==> src/rtl/sys_bridge_pkg.sv <==
// sys_bridge_pkg
// Shared definitions for the M-stage bridge: address map bounds, FSM state
// encoding, the device-select bundle and a range helper.
// No ports (package).

package sys_bridge_pkg;

  // Inclusive address windows.
  localparam logic [31:0] DM_START_ADDR   = 32'h0000_0000;
  localparam logic [31:0] DM_END_ADDR     = 32'h0000_2FFF;
  localparam logic [31:0] TC_START_ADDR   = 32'h0000_7F00;
  localparam logic [31:0] TC_END_ADDR     = 32'h0000_7F0B;
  localparam logic [31:0] UART_START_ADDR = 32'h0000_7F30;
  localparam logic [31:0] UART_END_ADDR   = 32'h0000_7F3F;
  localparam logic [31:0] LED_START_ADDR  = 32'h0000_7F70;
  localparam logic [31:0] LED_END_ADDR    = 32'h0000_7F73;

  typedef enum logic [1:0] {
    IDLE = 2'd0,
    WAIT = 2'd1,
    DONE = 2'd2
  } bridge_state_e;

  // One-hot device selects; unmapped is set when no window matches.
  typedef struct packed {
    logic dm;
    logic tc;
    logic uart;
    logic led;
    logic unmapped;
  } dev_sel_t;

  function automatic logic in_range(input logic [31:0] addr,
                                    input logic [31:0] lo,
                                    input logic [31:0] hi);
    return (addr >= lo) && (addr <= hi);
  endfunction

endpackage

==> src/rtl/sys_addr_decode.sv <==
// sys_addr_decode
// Combinational address decoder: byte address -> one-hot device select plus
// an unmapped flag.
// Ports:
//   addr_i  in  32  byte address from the M stage
//   sel_o   out     dev_sel_t select bundle

module sys_addr_decode
  import sys_bridge_pkg::*;
(
  input  logic [31:0] addr_i,
  output dev_sel_t    sel_o
);

  always_comb begin
    sel_o          = '0;
    sel_o.dm       = in_range(addr_i, DM_START_ADDR,   DM_END_ADDR);
    sel_o.tc       = in_range(addr_i, TC_START_ADDR,   TC_END_ADDR);
    sel_o.uart     = in_range(addr_i, UART_START_ADDR, UART_END_ADDR);
    sel_o.led      = in_range(addr_i, LED_START_ADDR,  LED_END_ADDR);
    sel_o.unmapped = ~(sel_o.dm | sel_o.tc | sel_o.uart | sel_o.led);
  end

endmodule

==> src/rtl/sys_bridge.sv <==
// sys_bridge
// Address-decoding bridge from the CPU M-stage data port to DM, TC0, UART and
// an internal LED register. DM/TC0/LED are zero-wait-state; UART uses a
// req/ack handshake and stalls the CPU until the ack arrives.
//
// Build option: define BRIDGE_TIMEOUT_EN to abort a UART access that waits
// UART_TIMEOUT cycles without ack (bus error, read data 0). Without it the
// bridge waits for the ack indefinitely.
//
// Ports:
//   clk, reset                       clock, synchronous active-high reset
//   cpu_addr/wdata/byteen/rd         M-stage request (held stable while stalled)
//   cpu_rdata/stall/buserr           response to the M stage
//   dm_addr/wdata/byteen, dm_rdata   data memory
//   tc_addr/we/wdata, tc_rdata       timer TC0
//   uart_req/we/addr/wdata           UART request
//   uart_ack, uart_rdata             UART completion (rdata valid with ack)
//   led_out                          LED register
//
// State table
//   state | meaning
//   IDLE  | no UART transfer pending; zero-wait devices served directly
//   WAIT  | UART request outstanding, CPU stalled
//   DONE  | one-cycle completion: latched UART data/error shown, stall released

module sys_bridge
  import sys_bridge_pkg::*;
#(
  parameter int unsigned UART_TIMEOUT = 255,
  parameter int unsigned CNT_W        = 8
) (
  input  logic        clk,
  input  logic        reset,
  input  logic [31:0] cpu_addr,
  input  logic [31:0] cpu_wdata,
  input  logic [3:0]  cpu_byteen,
  input  logic        cpu_rd,
  output logic [31:0] cpu_rdata,
  output logic        cpu_stall,
  output logic        cpu_buserr,
  output logic [31:0] dm_addr,
  output logic [31:0] dm_wdata,
  output logic [3:0]  dm_byteen,
  input  logic [31:0] dm_rdata,
  output logic [31:0] tc_addr,
  output logic        tc_we,
  output logic [31:0] tc_wdata,
  input  logic [31:0] tc_rdata,
  output logic        uart_req,
  output logic        uart_we,
  output logic [3:0]  uart_addr,
  output logic [31:0] uart_wdata,
  input  logic        uart_ack,
  input  logic [31:0] uart_rdata,
  output logic [31:0] led_out
);

  dev_sel_t      sel;
  logic          is_store;
  logic          access;
  logic          uart_hit;
  logic          timeout;

  bridge_state_e state_q, state_d;
  logic [31:0]   rdata_q, rdata_d;
  logic          err_q,   err_d;
  logic [31:0]   led_q,   led_d;

  sys_addr_decode u_decode (
    .addr_i (cpu_addr),
    .sel_o  (sel)
  );

  assign is_store = |cpu_byteen;
  assign access   = cpu_rd | is_store;
  assign uart_hit = access & sel.uart;

`ifdef BRIDGE_TIMEOUT_EN
  localparam logic [CNT_W-1:0] CntLast = CNT_W'(UART_TIMEOUT - 1);

  logic [CNT_W-1:0] cnt_q, cnt_d;

  // Counts WAIT cycles only; cleared in every other state.
  assign cnt_d   = (state_q == WAIT) ? cnt_q + 1'b1 : '0;
  assign timeout = (state_q == WAIT) && (cnt_q == CntLast);

  always_ff @(posedge clk) begin
    if (reset) cnt_q <= '0;
    else       cnt_q <= cnt_d;
  end
`else
  logic [31:0] unused_cfg;
  assign unused_cfg = UART_TIMEOUT ^ CNT_W;
  assign timeout    = 1'b0;
`endif

  // State register
  always_ff @(posedge clk) begin
    if (reset) begin
      state_q <= IDLE;
      rdata_q <= '0;
      err_q   <= 1'b0;
      led_q   <= '0;
    end else begin
      state_q <= state_d;
      rdata_q <= rdata_d;
      err_q   <= err_d;
      led_q   <= led_d;
    end
  end

  // Next state
  always_comb begin
    state_d = state_q;
    rdata_d = rdata_q;
    err_d   = err_q;
    case (state_q)
      IDLE: begin
        if (uart_hit) begin
          if (uart_ack) begin
            state_d = DONE;
            rdata_d = uart_rdata;
            err_d   = 1'b0;
          end else begin
            state_d = WAIT;
          end
        end
      end
      WAIT: begin
        // An ack in the timeout cycle still completes normally.
        if (uart_ack) begin
          state_d = DONE;
          rdata_d = uart_rdata;
          err_d   = 1'b0;
        end else if (timeout) begin
          state_d = DONE;
          rdata_d = '0;
          err_d   = 1'b1;
        end
      end
      DONE: begin
        state_d = IDLE;
        err_d   = 1'b0;
      end
      default: state_d = IDLE;
    endcase
  end

  // LED byte-lane writes
  always_comb begin
    led_d = led_q;
    for (int b = 0; b < 4; b++) begin
      if (sel.led && cpu_byteen[b]) led_d[8*b +: 8] = cpu_wdata[8*b +: 8];
    end
  end

  // Outputs
  always_comb begin
    uart_req   = 1'b0;
    cpu_stall  = 1'b0;
    cpu_buserr = access & sel.unmapped;
    case (state_q)
      IDLE: begin
        uart_req  = uart_hit;
        cpu_stall = uart_hit;
      end
      WAIT: begin
        uart_req  = 1'b1;
        cpu_stall = 1'b1;
      end
      DONE: begin
        // Request is still on the bus here but must not be reissued.
        cpu_buserr = err_q;
      end
      default: ;
    endcase
  end

  always_comb begin
    cpu_rdata = '0;
    if (state_q == DONE) cpu_rdata = rdata_q;
    else if (sel.dm)     cpu_rdata = dm_rdata;
    else if (sel.tc)     cpu_rdata = tc_rdata;
    else if (sel.led)    cpu_rdata = led_q;
  end

  assign dm_addr    = cpu_addr;
  assign dm_wdata   = cpu_wdata;
  assign dm_byteen  = sel.dm ? cpu_byteen : 4'b0000;

  assign tc_addr    = cpu_addr;
  assign tc_wdata   = cpu_wdata;
  assign tc_we      = sel.tc & (cpu_byteen == 4'hF);

  assign uart_we    = uart_req & is_store;
  assign uart_addr  = cpu_addr[3:0];
  assign uart_wdata = cpu_wdata;

  assign led_out    = led_q;

endmodule

==> config.mk <==
export PLATFORM = sky130hd
export DESIGN_NAME = sys_bridge
export DESIGN_NICKNAME = d
export VERILOG_FILES = /design/src/rtl/sys_bridge_pkg.sv /design/src/rtl/sys_addr_decode.sv /design/src/rtl/sys_bridge.sv
export SDC_FILE = /design/constraint.sdc
export NUM_CORES = 1
export LEC_CHECK = 0
export ABC_CLOCK_PERIOD_IN_PS = 2600
export BUFFER_PORTS_ARGS = -buffer_cell sky130_fd_sc_hd__buf_2
export CORE_AREA = 4 4 156 158
export CTS_CLUSTER_DIAMETER = 30
export CTS_CLUSTER_SIZE = 20
export DETAILED_ROUTE_END_ITERATION = 8
export DIE_AREA = 0 0 160 162
export PLACE_DENSITY = 0.53
export SYNTH_ARGS = -nofsm -noshare
export SYNTH_HDL_FRONTEND = slang
export SYNTH_HIERARCHICAL = 1
export SYNTH_SLANG_ARGS = --single-unit
==> constraint.sdc <==
create_clock -name clk -period 2.6 [get_ports clk]
set_input_delay 0.52 -clock clk [delete_from_list [all_inputs] [get_ports clk]]
set_output_delay 0.52 -clock clk [all_outputs]
set_load 0.005 [all_outputs]
==> qor.tcl <==
set qor(clock.fmax_mhz) 319.2
set qor(syn_area_per_cell_um2) 7.381
set qor(timing.slew.headroom) 0.7343
set qor(finalCriticalPeriod_ns) 3.133
set qor(leak_pwr_nw) 4.012
set qor(insertion_delay_ns) 0.35
set qor(reg2reg_depth) 4
set qor(final_hold_viol_count) 0
set qor(detail_route.vias_per_cell) 4.442
set qor(first_iter_violations) 287
set qor(path_max_fanout) 7
set qor(layout_common_cells) {sky130_fd_sc_hd__buf_2 (387), sky130_fd_sc_hd__a21oi_1 (96), sky130_fd_sc_hd__dfxtp_1 (66), sky130_fd_sc_hd__nand2b_1 (64), sky130_fd_sc_hd__buf_4 (63)}
set qor(synth_area_leaders) {sky130_fd_sc_hd__dfxtp_1 (25%), sky130_fd_sc_hd__buf_4 (24%), sky130_fd_sc_hd__a21oi_1 (9.3%)}
set qor(dr.pass1.iters) 5
set qor(post_synth_num_cell_types) 29
set qor(detail-route-antenna-nets) 0
set qor(vdd_drop_max_mv) 0.2322
set qor(setup.worst_path.class) {in2out}
set qor(placementRows) 56
set qor(grt.total_usage) 0.1795
set qor(h-tree-depth) 3
set qor(whs_ns) 0.3835
set qor(finalSetupViolations) 40
set qor(vias) 5753
set qor(synth_top_area_share) 0.2535
set qor(yosys_warnings) 6
set qor(rsz0062_at_grt) {true}
set qor(cell_count_after_synthesis) 706
set qor(clk_transition_reported_paths_ns) 0.06
set qor(port-buffer-count) 396
set qor(synth-seq-cells) 66
set qor(start_util) 0.2254
set qor(fin_tns_setup_ns) -16.32
set qor(drt-total-wl_mm) 24.97
set qor(tightest_slew_ns) 0.3885
set qor(floorplan.die.width_um) 160
set qor(syn_area_um2) 5211
set qor(largest_net_degree_at_the_start_of_global_routing) 99
set qor(outcome) {finished with violations}
set qor(global_route_wire_length_before_repair_mm) 35.00
set qor(overflow) 0
set qor(r2r-end) {rdata_q[11]$_SDFFE_PP0P_}
set qor(timing.hold.worst.start) {uart_ack}
set qor(first_global_vias) 5585
set qor(die_y_um) 162
set qor(fin_skew_ns) 0.008607
set qor(crit_path_start) {cpu_addr[26]}
set qor(final_nets) 1162
set qor(clock_root_cell) {sky130_fd_sc_hd__clkbuf_16}
set qor(clock_tree_from_tritoncts) {yes}
set qor(critical_path.startpoint_type) {input port}
set qor(max_cap_violations) 0
set qor(layout-drive-gt1-share) 0.5816
set qor(critPathCaptureType) {output port}
set qor(clock_sink_count) 66
set qor(ys_seq_area_frac) 0.2535
set qor(violations) {negative setup slack}
set qor(floorplan.core_area_um2) 23120
set qor(finalWeightedCongestion) 0.9187
set qor(io_pins) 405
set qor(hpwlAfterDp_mm) 18.59
set qor(endpoint) {cpu_rdata[19]}
set qor(layout_worst_path_cycle_share) 1.205
set qor(power.density_cell_area_nw_per_um2) 357.3
set qor(hold_class) {in2reg}
set qor(timing.final.max_slew_violations) 0
set qor(cts_buffers) 9
set qor(critical_path.reg2reg.startpoint) {state_q[0]$_SDFFE_PP0P_}
set qor(cp.arrival_ns) 2.61
set qor(drc) 0
set qor(maximum_root_to_sink_buffer_count) 2
set qor(design.die.area_um2) 25920
set qor(post-route-worst-setup-slack_ns) -0.5333
set qor(synth_largest_area_cell) {sky130_fd_sc_hd__dfxtp_1}
set qor(synth_fp_nets) 874
set qor(grt_antenna_before_repair) 8
set qor(syn2layout_area_growth_pct) 52.58
set qor(worst-r2r-setup-slack_ns) 1.24
set qor(postCtsHoldBufs) 0
set qor(most_common_cell_after_layout_fill_and_taps_aside) {sky130_fd_sc_hd__buf_2}
set qor(cp_data_required_time_ns) 2.08
set qor(avgRoutedWirePerCell_um) 19.28
## through the flow
| step | setup slack (ns) | instances | util | cell area (um^2) | power [W] |
|---|---|---|---|---|---|
| after floorplan | -0.05118 | 706 | - | 5213 | 0.001302 |
| after global placement | -0.6587 | 1257 | 0.2943 | 6804 | 0.001466 |
| after detailed placement | -0.6251 | 1257 | 0.2943 | 6804 | 0.001468 |
| after CTS | -0.5286 | 1288 | 0.3348 | 7742 | 0.002876 |
| after global routing | -0.6484 | 1295 | 0.3439 | 7951 | 0.002955 |
| final | -0.5333 | 1295 | 0.3439 | 7951 | 0.002841 |
## synthesized netlist by cell type
| cell type | instances |
|---|---|
| sky130_fd_sc_hd__nand4_1 | 2 |
| sky130_fd_sc_hd__nand2_1 | 69 |
| sky130_fd_sc_hd__a22o_1 | 32 |
| sky130_fd_sc_hd__dfxtp_1 | 66 |
| sky130_fd_sc_hd__buf_6 | 4 |
| sky130_fd_sc_hd__a21oi_1 | 97 |
| sky130_fd_sc_hd__buf_4 | 165 |
| sky130_fd_sc_hd__and2_1 | 6 |
| sky130_fd_sc_hd__o21ba_2 | 1 |
| sky130_fd_sc_hd__mux2i_1 | 32 |
| sky130_fd_sc_hd__nand2b_1 | 64 |
| sky130_fd_sc_hd__and4_1 | 1 |
| sky130_fd_sc_hd__a211oi_1 | 1 |
| sky130_fd_sc_hd__nor3b_1 | 1 |
| sky130_fd_sc_hd__o21ai_0 | 35 |
| sky130_fd_sc_hd__and3_1 | 1 |
| sky130_fd_sc_hd__a2111oi_0 | 2 |
| sky130_fd_sc_hd__a31oi_1 | 1 |
| sky130_fd_sc_hd__or4_4 | 1 |
| sky130_fd_sc_hd__inv_1 | 33 |
| sky130_fd_sc_hd__buf_1 | 7 |
| sky130_fd_sc_hd__nor2b_1 | 3 |
| sky130_fd_sc_hd__nor2_1 | 3 |
| sky130_fd_sc_hd__nor4b_2 | 2 |
| sky130_fd_sc_hd__nor4_1 | 4 |
| sky130_fd_sc_hd__clkbuf_1 | 38 |
| sky130_fd_sc_hd__nand3b_1 | 1 |
| sky130_fd_sc_hd__nand3_1 | 33 |
| sky130_fd_sc_hd__o311a_1 | 1 |
## layer usage
layer	part of all wire	track usage	vias to the layer above
met5	0.0016	0	-
met2	0.49	0.3152	280
met1	0.42	0.2208	2650
met4	0.016	0.05749	4
met3	0.064	0.03679	30
li1	-	-	2789
## kinds of logic (layout without fill, tap and decap cells)
group / count (synthesis) / count (layout) / share of synthesized area
AO/OA/AOI/OAI: 170 / 170 / 0.1904
buffers and inverters: 247 / 540 / 0.3025
flip-flops: 66 / 66 / 0.2535
multiplexers: 32 / 32 / 0.06147
other: 0 / 6 / 0
AND/OR/NAND/NOR: 191 / 191 / 0.1921
## flip-flops by register name, indices dropped and copies added (netlist names)
signal / count
led_out: 32
state_q: 2
rdata_q: 32
## what timing repair did
item | CTS | global route
gates resized for setup | 108 | 48
buffers inserted | 13 | 4
pin swaps | 47 | 51
setup endpoints to repair | 40 | 72
gates cloned | 8 | 1
## worst max-delay path: stages
cell,delay (ns)
sky130_fd_sc_hd__buf_8,0.10
sky130_fd_sc_hd__nor4_4,0.26
sky130_fd_sc_hd__buf_4,0.15
sky130_fd_sc_hd__and4_4,0.22
sky130_fd_sc_hd__nand4_1,0.17
sky130_fd_sc_hd__nor4b_4,0.26
sky130_fd_sc_hd__buf_6,0.17
sky130_fd_sc_hd__buf_12,0.15
sky130_fd_sc_hd__buf_8,0.13
sky130_fd_sc_hd__nand2_1,0.06
sky130_fd_sc_hd__o21ai_1,0.15
sky130_fd_sc_hd__a22o_1,0.14
sky130_fd_sc_hd__buf_2,0.11
## how the worst min path moves through the flow
stage,end,cells after the start
2_1_floorplan,state_q[0]$_SDFFE_PP0P_,1
3_3_place_gp,led_out[5]$_SDFFE_PP0P_,2
3_5_place_dp,led_out[5]$_SDFFE_PP0P_,2
4_1_cts,state_q[0]$_SDFFE_PP0P_,2
5_1_grt,state_q[0]$_SDFFE_PP0P_,2
6_report,state_q[0]$_SDFFE_PP0P_,2
## power by group
part | internal [W] | switching (W) | leakage, nW
clock | 0.000868 | 0.000521 | 0.155
combinational | 0.000234 | 0.000207 | 3.33
sequential | 0.00101 | 0.00000000000186 | 0.531
total | 0.00211 | 0.000728 | 4.01
## area by class of cell
cell class                 count  area (um^2)
clock buffer                  10        239.0
antenna                        6        15.01
multi-input combinational    393         2683
fill                        2507        15170
inverter                      33        123.9
clock inverter                 6        88.84
sequential                    66         1321
timing repair buffer         491         3118
tap                          290        362.8
No activity file was read; power rests on OpenSTA's default activity.
